[src/rtl/hd_result_collector_if.sv]
// Result-collector bus: similarity-checker inputs, label strobe, host drain port and status.
// master = upstream/host side, slave = the collector itself.
interface hd_result_collector_if #(
  parameter int IDX_WIDTH   = 16,
  parameter int VAL_WIDTH   = 16,
  parameter int LABEL_WIDTH = 8,
  parameter int CNT_WIDTH   = 16
) ();
  logic                   all_done;
  logic [VAL_WIDTH-1:0]   max_val;
  logic [IDX_WIDTH-1:0]   max_index;
  logic                   label_valid;
  logic [LABEL_WIDTH-1:0] label_in;
  logic                   out_valid;
  logic                   out_ready;
  logic [IDX_WIDTH-1:0]   out_index;
  logic [VAL_WIDTH-1:0]   out_val;
  logic                   out_correct;
  logic                   out_labeled;
  logic [CNT_WIDTH-1:0]   sample_count;
  logic [CNT_WIDTH-1:0]   correct_count;
  logic                   overflow;

  modport master (
    output all_done, max_val, max_index, label_valid, label_in, out_ready,
    input  out_valid, out_index, out_val, out_correct, out_labeled,
           sample_count, correct_count, overflow
  );

  modport slave (
    input  all_done, max_val, max_index, label_valid, label_in, out_ready,
    output out_valid, out_index, out_val, out_correct, out_labeled,
           sample_count, correct_count, overflow
  );
endinterface

[src/rtl/hd_result_collector.sv]
// Captures one classification result per all_done pulse into a small FIFO drained by the host.
// Define HD_RESULT_ACCURACY_EN to compile in label compare and correct-prediction counting.
module hd_result_collector #(
  parameter int FIFO_DEPTH  = 8,
  parameter int IDX_WIDTH   = 16,
  parameter int VAL_WIDTH   = 16,
  parameter int LABEL_WIDTH = 8,
  parameter int CNT_WIDTH   = 16
) (
  input  logic                 clk,
  input  logic                 reset,
  input  logic                 clear,
  hd_result_collector_if.slave bus
);
  localparam int AW = $clog2(FIFO_DEPTH);

  typedef struct packed {
    logic [IDX_WIDTH-1:0] idx;
    logic [VAL_WIDTH-1:0] val;
    logic                 correct;
    logic                 labeled;
  } entry_t;

  entry_t               mem_q [FIFO_DEPTH];
  entry_t               new_entry;
  entry_t               head;
  logic [AW:0]          wr_ptr_q, wr_ptr_d;
  logic [AW:0]          rd_ptr_q, rd_ptr_d;
  logic                 done_q, done_d;
  logic                 overflow_q, overflow_d;
  logic [CNT_WIDTH-1:0] sample_cnt_q, sample_cnt_d;
  logic                 empty, full, capture, pop, push, drop;
  logic                 entry_correct, entry_labeled;

  assign empty   = (wr_ptr_q == rd_ptr_q);
  assign full    = (wr_ptr_q[AW] != rd_ptr_q[AW]) && (wr_ptr_q[AW-1:0] == rd_ptr_q[AW-1:0]);
  assign capture = bus.all_done & ~done_q;
  assign pop     = ~empty & bus.out_ready;
  // A full FIFO still accepts the push when the head leaves in the same cycle.
  assign push    = capture & (~full | pop);
  assign drop    = capture & full & ~pop;

`ifdef HD_RESULT_ACCURACY_EN
  logic [LABEL_WIDTH-1:0] label_reg_q, label_reg_d;
  logic                   label_armed_q, label_armed_d;
  logic [CNT_WIDTH-1:0]   correct_cnt_q, correct_cnt_d;

  // Zero-extending the label also rejects indices with nonzero upper bits.
  assign entry_labeled = label_armed_q;
  assign entry_correct = label_armed_q & (bus.max_index == IDX_WIDTH'(label_reg_q));

  always_comb begin
    label_reg_d   = label_reg_q;
    label_armed_d = label_armed_q;
    correct_cnt_d = correct_cnt_q;
    if (clear) begin
      label_reg_d   = '0;
      label_armed_d = 1'b0;
      correct_cnt_d = '0;
    end else begin
      if (bus.label_valid) begin
        label_reg_d   = bus.label_in;
        label_armed_d = 1'b1;
      end else if (capture) begin
        label_armed_d = 1'b0;
      end
      if (capture && entry_correct && !(&correct_cnt_q))
        correct_cnt_d = correct_cnt_q + CNT_WIDTH'(1);
    end
  end

  always_ff @(posedge clk or negedge reset) begin
    if (!reset) begin
      label_reg_q   <= '0;
      label_armed_q <= 1'b0;
      correct_cnt_q <= '0;
    end else begin
      label_reg_q   <= label_reg_d;
      label_armed_q <= label_armed_d;
      correct_cnt_q <= correct_cnt_d;
    end
  end

  assign bus.correct_count = correct_cnt_q;
`else
  logic unused_label;
  assign unused_label      = ^{bus.label_valid, bus.label_in};
  assign entry_labeled     = 1'b0;
  assign entry_correct     = 1'b0;
  assign bus.correct_count = '0;
`endif

  always_comb begin
    new_entry.idx     = bus.max_index;
    new_entry.val     = bus.max_val;
    new_entry.correct = entry_correct;
    new_entry.labeled = entry_labeled;
  end

  // done_q tracks all_done in every cycle, including clear, so a level that is
  // already high when clear is released does not produce a capture.
  always_comb begin
    done_d       = bus.all_done;
    wr_ptr_d     = wr_ptr_q;
    rd_ptr_d     = rd_ptr_q;
    overflow_d   = overflow_q;
    sample_cnt_d = sample_cnt_q;
    if (clear) begin
      wr_ptr_d     = '0;
      rd_ptr_d     = '0;
      overflow_d   = 1'b0;
      sample_cnt_d = '0;
    end else begin
      wr_ptr_d   = wr_ptr_q + {{AW{1'b0}}, push};
      rd_ptr_d   = rd_ptr_q + {{AW{1'b0}}, pop};
      overflow_d = overflow_q | drop;
      if (capture && !(&sample_cnt_q))
        sample_cnt_d = sample_cnt_q + CNT_WIDTH'(1);
    end
  end

  always_ff @(posedge clk or negedge reset) begin
    if (!reset) begin
      done_q       <= 1'b0;
      wr_ptr_q     <= '0;
      rd_ptr_q     <= '0;
      overflow_q   <= 1'b0;
      sample_cnt_q <= '0;
    end else begin
      done_q       <= done_d;
      wr_ptr_q     <= wr_ptr_d;
      rd_ptr_q     <= rd_ptr_d;
      overflow_q   <= overflow_d;
      sample_cnt_q <= sample_cnt_d;
    end
  end

  always_ff @(posedge clk or negedge reset) begin
    if (!reset) begin
      for (int i = 0; i < FIFO_DEPTH; i++)
        mem_q[i] <= '0;
    end else if (push && !clear) begin
      mem_q[wr_ptr_q[AW-1:0]] <= new_entry;
    end
  end

  assign head             = mem_q[rd_ptr_q[AW-1:0]];
  assign bus.out_valid    = ~empty;
  assign bus.out_index    = head.idx;
  assign bus.out_val      = head.val;
  assign bus.out_correct  = head.correct;
  assign bus.out_labeled  = head.labeled;
  assign bus.sample_count = sample_cnt_q;
  assign bus.overflow     = overflow_q;
endmodule

[src/flat_wrapper.sv]
// flat-port wrapper written by rule: the top's interface ports become plain ports
module hd_result_collector_flat 
#(
  parameter int FIFO_DEPTH  = 8,
  parameter int IDX_WIDTH   = 16,
  parameter int VAL_WIDTH   = 16,
  parameter int LABEL_WIDTH = 8,
  parameter int CNT_WIDTH   = 16
)
  (clk, reset, clear, bus_all_done, bus_max_val, bus_max_index, bus_label_valid, bus_label_in, bus_out_ready, bus_out_valid, bus_out_index, bus_out_val, bus_out_correct, bus_out_labeled, bus_sample_count, bus_correct_count, bus_overflow);
  hd_result_collector_if #(.IDX_WIDTH(IDX_WIDTH), .VAL_WIDTH(VAL_WIDTH), .LABEL_WIDTH(LABEL_WIDTH), .CNT_WIDTH(CNT_WIDTH)) bus_i ();
  input  logic clk;
  input  logic reset;
  input  logic clear;
  input wire logic [$bits(bus_i.all_done)-1:0] bus_all_done;
  input wire logic [$bits(bus_i.max_val)-1:0] bus_max_val;
  input wire logic [$bits(bus_i.max_index)-1:0] bus_max_index;
  input wire logic [$bits(bus_i.label_valid)-1:0] bus_label_valid;
  input wire logic [$bits(bus_i.label_in)-1:0] bus_label_in;
  input wire logic [$bits(bus_i.out_ready)-1:0] bus_out_ready;
  output wire logic [$bits(bus_i.out_valid)-1:0] bus_out_valid;
  output wire logic [$bits(bus_i.out_index)-1:0] bus_out_index;
  output wire logic [$bits(bus_i.out_val)-1:0] bus_out_val;
  output wire logic [$bits(bus_i.out_correct)-1:0] bus_out_correct;
  output wire logic [$bits(bus_i.out_labeled)-1:0] bus_out_labeled;
  output wire logic [$bits(bus_i.sample_count)-1:0] bus_sample_count;
  output wire logic [$bits(bus_i.correct_count)-1:0] bus_correct_count;
  output wire logic [$bits(bus_i.overflow)-1:0] bus_overflow;
  assign bus_i.all_done = bus_all_done;
  assign bus_i.max_val = bus_max_val;
  assign bus_i.max_index = bus_max_index;
  assign bus_i.label_valid = bus_label_valid;
  assign bus_i.label_in = bus_label_in;
  assign bus_i.out_ready = bus_out_ready;
  assign bus_out_valid = bus_i.out_valid;
  assign bus_out_index = bus_i.out_index;
  assign bus_out_val = bus_i.out_val;
  assign bus_out_correct = bus_i.out_correct;
  assign bus_out_labeled = bus_i.out_labeled;
  assign bus_sample_count = bus_i.sample_count;
  assign bus_correct_count = bus_i.correct_count;
  assign bus_overflow = bus_i.overflow;
  hd_result_collector #(.FIFO_DEPTH(FIFO_DEPTH), .IDX_WIDTH(IDX_WIDTH), .VAL_WIDTH(VAL_WIDTH), .LABEL_WIDTH(LABEL_WIDTH), .CNT_WIDTH(CNT_WIDTH)) u_core (.clk(clk), .reset(reset), .clear(clear), .bus(bus_i));
endmodule
[config.mk]
export PLATFORM = sky130hd
export DESIGN_NAME = hd_result_collector_flat
export DESIGN_NICKNAME = d
export VERILOG_FILES = /design/src/rtl/hd_result_collector_if.sv /design/src/rtl/hd_result_collector.sv /design/src/flat_wrapper.sv
export SDC_FILE = /design/constraint.sdc
export NUM_CORES = 1
export LEC_CHECK = 0
export CAP_MARGIN = 20
export CORE_UTILIZATION = 50
export DETAILED_ROUTE_END_ITERATION = 7
export PLACE_DENSITY = 0.81
export SYNTH_ARGS = -nofsm -noshare
export SYNTH_HDL_FRONTEND = slang
export SYNTH_SLANG_ARGS = --single-unit
[constraint.sdc]
create_clock -name clk -period 2.54 [get_ports clk]
set_input_delay 0.635 -clock clk [delete_from_list [all_inputs] [get_ports clk]]
set_output_delay 0.635 -clock clk [all_outputs]
set_load 0.005 [all_outputs]
==> impl_metrics.env, run 1 <==
export IMPL_vias=7697
export IMPL_relSlewSlack_pct=61.2
export IMPL_portBuffers=86
export IMPL_cp_end_kind="output port"
export IMPL_irDropWorstVdd_uv=533
export IMPL_gp_congestion=0.810
export IMPL_layout_drive_gt1_share_pct=53.7
export IMPL_ant_nets=0
export IMPL_cap_violations=0
export IMPL_fp_dieH_um=167
export IMPL_period_share_pct=117
export IMPL_cp_arrival_ns=2.33
export IMPL_period_needed_ns=2.96
export IMPL_synth_top_area_share_pct=51.8
export IMPL_initial_core_util_pct=50.8
export IMPL_setup_viol_count_final=33
export IMPL_clk_path_buf_depth=3
export IMPL_multi_input_area_um2=6240
export IMPL_skew_ns=0.00572
export IMPL_layout_setup_ws_ns=-0.421
export IMPL_syn_avg_cell_area_um2=16.6
export IMPL_ys_flop_type="dfrtp_1"
export IMPL_place_ws_ns=-0.259
export IMPL_ioPinCount=114
export IMPL_hp_class="in -> async"
export IMPL_synth_enable_flop_cells=0
export IMPL_cp_start_kind="flip-flop"
export IMPL_root_buffer="clkbuf_16"
export IMPL_die_x_um=167
export IMPL_yosysTopAreaCell="dfrtp_1"
export IMPL_numClockSinks=282
export IMPL_clk_latency_ns=0.55
export IMPL_crit_type="reg -> out"
export IMPL_max_freq_ghz=0.338
export IMPL_synth_area_leaders="dfrtp_1 52%, mux2_4 14%, mux2_2 13%"
export IMPL_ys_warn_count=0
export IMPL_seqCellArea_um2=7060
export IMPL_wl_mm=29.6
export IMPL_routedWlPerCell_um=22.1
export IMPL_synthArstFlopShare_pct=100
export IMPL_grt_max_degree=72
export IMPL_rsz0062_at_grt="true"
export IMPL_cts_buffers=31
export IMPL_violations="setup timing"
export IMPL_core_um2=26800
export IMPL_gr_total_overflow=0
export IMPL_nNetsFinal=1022
export IMPL_drc=0
export IMPL_firstDrtPassIters=5
export IMPL_yosysSeqAreaShare_pct=51.8
export IMPL_hold_viol_final=0
export IMPL_track_usage_pct=21.9
export IMPL_clk_pin_slew_ns=0.06
export IMPL_hpwl_mm=17.5
export IMPL_power_leakage_nw=7.63
export IMPL_first_global_vias=8339
export IMPL_rows=60
export IMPL_status="finished with violations"
export IMPL_syn_to_final_growth_pct=23.9
export IMPL_required_ns=1.90
export IMPL_holdWs_ns=0.0517
export IMPL_worstMarginPinSlew_ns=0.582
export IMPL_fillCellCount=1829
export IMPL_drt_vias_per_instance=5.76
export IMPL_antenna_found_initial=1
export IMPL_cts_tree="yes"
export IMPL_cts_htree_levels=1
export IMPL_syn_area_um2=13600
export IMPL_ys_ff_latch=282
export IMPL_netlist_instances=822
export IMPL_drt_iter0_markers=399
export IMPL_place_area_um2=15200
export IMPL_dieArea_um2=27900
export IMPL_drv_slew=0
export IMPL_grt_pass1_wl_mm=48.1
export IMPL_ys_types=45
export IMPL_p_per_area_nw_per_um2=729
export IMPL_crit_fanout=7
export IMPL_fin_area_um2=16900
flip-flops by register name, indices dropped and copies added, names as in the netlist:
signal and count:
u_core.bus.overflow 1, u_core.done_q 1, u_core.wr_ptr_q 4, u_core.mem_q 256, u_core.rd_ptr_q 4, u_core.bus.sample_count 16
through the flow:
stage / util [%] / TNS (ns) / cells / power, W
floorplan: - / 0 / 839 / 0.00627
global placement: 56.6 / -36.62 / 1252 / 0.00710
detailed placement: 56.6 / -45.04 / 1252 / 0.00716
CTS: 62.7 / -12.24 / 1333 / 0.0123
global route: 62.9 / -13.46 / 1337 / 0.0128
finish: 62.9 / -11.44 / 1337 / 0.0123
worst paths after layout:
check | start | end | slack, ns | cells after the start
max | u_core.rd_ptr_q[0] | bus_out_index[10] | -0.42 | 6
min | reset | u_core.mem_q[243] | 0.05 | 1
max reg2reg | u_core.rd_ptr_q[0] | u_core.mem_q[184] | 0.02 | 9
min reg2reg | u_core.mem_q[43] | u_core.mem_q[43] | 0.49 | 1
max in group asynchronous | reset | u_core.mem_q[95] | 1.80 | 2
min in group clk | u_core.mem_q[43] | u_core.mem_q[43] | 0.49 | 1
placed cells by master (no fill, tap or decap), types with 3 or more instances in the layout:
cell,count
dfrtp_1,279
mux2_4,156
mux2_2,129
mux4_2,64
clkdlybuf4s50_1,52
buf_6,40
clkbuf_16,31
buf_4,31
buf_12,29
conb_1,18
nor2_1,14
nand3_1,10
a21oi_1,9
clkbuf_8,8
nor2b_1,7
nand2_1,7
clkinv_2,7
nand4_1,6
buf_16,6
mux2_1,5
ha_1,5
buf_8,5
xnor2_1,4
a211oi_4,4
bufinv_16,4
a31oi_1,3
inv_1,3
o311a_2,3
nor3_1,3
a211oi_1,3
and3_1,3
o31ai_1,3
or4_1,3
clkbuf_1,3
final cells by class:
class | count | area share, %
Tap cell | 341 | 2.53
Multi-Input combinational cell | 488 | 37.0
Sequential cell | 282 | 41.9
Clock inverter | 15 | 1.14
Timing Repair Buffer | 165 | 12.1
Inverter | 3 | 0.0668
Clock buffer | 42 | 5.32
Antenna cell | 1 | 0.0148
kinds of logic after synthesis:
family                     after synthesis  share of synthesized area, %
and+or+nand+nor                         67                          2.81
AOI/OAI and AO/OA                       35                          2.24
buffers and inverters                   69                          3.97
adders and majority gates                5                         0.459
muxes                                  355                          38.1
xor gates and xnor gates                 8                         0.570
other                                    1                        0.0275
DFF                                    282                          51.8
Yosys cell counts, types with 2 or more instances:
cell and instances:
a211oi_1 3, a211oi_4 4, a21oi_1 9, a311oi_1 2, a31oi_1 3, and2_1 2, and3_1 4, and4_1 2
buf_1 4, buf_2 9, buf_4 18, buf_6 27, clkbuf_1 8, dfrtp_1 282, ha_1 5, inv_1 3
mux2_1 5, mux2_2 160, mux2_4 125, mux4_2 64, nand2_1 8, nand3_1 10, nand4_1 6, nor2_1 14
nor2b_1 7, nor3_1 3, o21ai_0 2, o311a_2 4, o311ai_0 2, o31ai_1 3, o41ai_1 2, or3_1 2
or4_1 3, xnor2_1 5, xor2_1 2
critical path, stage by stage (launching register included):
cell	delay (ns)
dfrtp_4	0.51
buf_12	0.16
buf_16	0.14
buf_6	0.11
mux4_2	0.41
mux2_4	0.31
buf_6	0.13
power by group:
group / internal (W) / total [W] / switching [W]
Combinational: 0.00163 / 0.00251 / 0.000879
Sequential: 0.00487 / 0.00508 / 0.000213
Clock: 0.00288 / 0.00471 / 0.00183
per-layer routing:
layer | vias up | global-route usage (%) | share of wire (%)
li1 | 3346 | - | -
met1 | 4132 | 31.8 | 46
met2 | 182 | 35.0 | 48
met3 | 37 | 3.30 | 4.2
met4 | 0 | 4.67 | 1.7
met5 | - | 0 | 0
repair_timing:
| item | 4_1_cts | 5_1_grt |
|---|---|---|
| gates cloned | 7 | 0 |
| buffers inserted | 19 | 6 |
| gates resized for setup | 212 | 12 |
| pin swaps | 1 | 1 |
| endpoints found under the setup margin | 33 | 34 |
| hold buffers | 0 | 0 |
No activity file was read; power rests on OpenSTA's default activity.
==> inputs of run 2 (changes only) <==
Settings changed: TNS_END_PERCENT from default to 50.
==> impl_metrics.env, run 2 (synthesized netlist as in run 1, its figures left out) <==
export IMPL_status="finished with violations"
export IMPL_violations="setup timing"
export IMPL_power_leakage_nw=7.60
export IMPL_track_usage_pct=21.8
export IMPL_setup_worst_path_start="u_core.rd_ptr_q[0]"
export IMPL_routedWlPerCell_um=22.1
export IMPL_rows=60
export IMPL_fillCellCount=1853
export IMPL_clk_latency_ns=0.55
export IMPL_die_x_um=167
export IMPL_drv_slew=0
export IMPL_gp_congestion=0.810
export IMPL_firstDrtPassIters=5
export IMPL_cts_buffers=31
export IMPL_routed_top_layer="met4"
export IMPL_ioPinCount=114
export IMPL_cp_start_kind="flip-flop"
export IMPL_crit_family="multiplexers"
export IMPL_irDropWorstVdd_uv=534
export IMPL_hp_class="in -> async"
export IMPL_path_cells="buf_12, buf_16, buf_6, mux4_2, mux2_4, buf_6"
export IMPL_place_ws_ns=-0.259
export IMPL_ant_nets=0
export IMPL_holdWs_ns=0.0533
export IMPL_cp_end_kind="output port"
export IMPL_r2r_start="u_core.rd_ptr_q[0]"
export IMPL_fin_setup_tns_ns=-11.43
export IMPL_grt_max_degree=72
export IMPL_cap_violations=0
export IMPL_cts_tree="yes"
export IMPL_period_needed_ns=2.97
export IMPL_grt_pass1_wl_mm=47.9
export IMPL_cp_arrival_ns=2.33
export IMPL_largest_reg_flops=256
export IMPL_regMostFlops="u_core.mem_q"
export IMPL_crit_type="reg -> out"
export IMPL_slowest_stage="dfrtp_4"
export IMPL_worstMarginPinSlew_ns=0.585
export IMPL_worst_path_most_repeated_cell="buf_6"
export IMPL_syn_to_final_growth_pct=23.2
export IMPL_antenna_found_initial=1
export IMPL_relSlewSlack_pct=61.0
export IMPL_crit_fanout=7
export IMPL_nNetsFinal=1023
export IMPL_drt_iter0_markers=387
export IMPL_rsz0062_at_grt="true"
export IMPL_met3_length_mm=1.30
export IMPL_final_cell_mix="279 x dfrtp_1, 154 x mux2_4, 131 x mux2_2"
export IMPL_root_buffer="clkbuf_16"
export IMPL_wl_met1_mm=13.4
export IMPL_vias=7709
export IMPL_period_share_pct=117
export IMPL_wl_mm=29.5
export IMPL_hpwl_mm=17.5
export IMPL_gr_total_overflow=0
export IMPL_drc=0
export IMPL_initial_core_util_pct=50.8
export IMPL_max_freq_ghz=0.337
export IMPL_p_per_area_nw_per_um2=728
export IMPL_utilization_pct=62.6
export IMPL_met2_wirelength_mm=14.2
export IMPL_clk_pin_slew_ns=0.06
export IMPL_max_stage_delay_ns=0.51
export IMPL_skew_ns=0.00658
export IMPL_required_ns=1.90
export IMPL_hold_viol_final=0
export IMPL_layout_drive_gt1_share_pct=53.7
export IMPL_layout_setup_ws_ns=-0.429
export IMPL_cts_htree_levels=1
export IMPL_portBuffers=86
export IMPL_crit_buf_inv=4
export IMPL_fp_dieH_um=167
export IMPL_final_common_cell="dfrtp_1"
export IMPL_dieArea_um2=27900
export IMPL_ctsHoldBuffers=0
export IMPL_numClockSinks=282
export IMPL_core_um2=26800
export IMPL_rrSetupSlack_ns=0.06
export IMPL_drt_vias_per_instance=5.76
export IMPL_clk_path_buf_depth=3
export IMPL_first_global_vias=8302
export IMPL_setup_viol_count_final=33
[run 2: cell count changes in the layout (fill, tap and decap cells not counted), moves of 2 or more]
cell,delta
mux2_2,+2
buf_8,-2
buf_6,-6
clkbuf_2,+8
mux2_4,-2
buf_4,+2
[run 2: repair_timing]
action                     in CTS  in global routing
gates resized for setup       180                 20
cloned                          7                  0
pin swaps                       0                  1
buffers inserted               16                  9
setup endpoints to repair      33                 42
[run 2: worst reg2reg max path, stage by stage, from the launching register on]
cell and delay [ns]:
dfrtp_4 0.51, buf_12 0.17, buf_16 0.14, buf_4 0.15
xnor2_2 0.13, and3_4 0.16, buf_4 0.18, a211oi_4 0.28
buf_4 0.21, buf_12 0.15, mux2_4 0.30
[run 2: power breakdown]
| group | switching (W) | internal (W) |
|---|---|---|
| Sequential | 0.000210 | 0.00487 |
| Combinational | 0.000852 | 0.00155 |
| Clock | 0.00184 | 0.00288 |
| Total | 0.00290 | 0.00930 |
[run 2: path summary, 6_finish.rpt]
check / cells past startpoint / endpoint
max in group asynchronous: 2 / u_core.mem_q[95]
worst max register to register: 10 / u_core.mem_q[134]
worst min register to register: 1 / u_core.mem_q[43]
min in group clk: 1 / u_core.mem_q[43]
worst max-delay path: 6 / bus_out_index[10]
worst min-delay path: 1 / u_core.mem_q[243]
[run 2: cell type report]
class                   instances  area, um^2  share of cell area, %
clock inverters                15         193                   1.15
flip-flops and latches        282        7060                   42.1
diodes                          1        2.50                 0.0149
repair buffers                166        1970                   11.8
multi-input cells             488        6210                   37.0
clock buffers                  42         897                   5.35
inverters                       3        11.3                 0.0671
well taps                     341         427                   2.54
[run 2: stage by stage]
stage	cells	cell area, um^2	total power, W
floorplan	839	13700	0.00627
global placement	1252	15200	0.00710
detailed placement	1252	15200	0.00716
CTS	1330	16700	0.0123
global route	1338	16800	0.0127
finish	1338	16800	0.0122
[run 2: per-layer routing]
layer	GRT usage, %	vias to the layer above
li1	-	3342
met1	31.8	4127
met2	34.9	197
met3	3.30	43
met4	4.39	0
met5	0	-
==> inputs of run 3 (changes only) <==
Settings changed: GPL_TIMING_DRIVEN from default to 1.
==> results of run 3 <==
The final DEF is identical to that of run 2; final timing and power are the same.
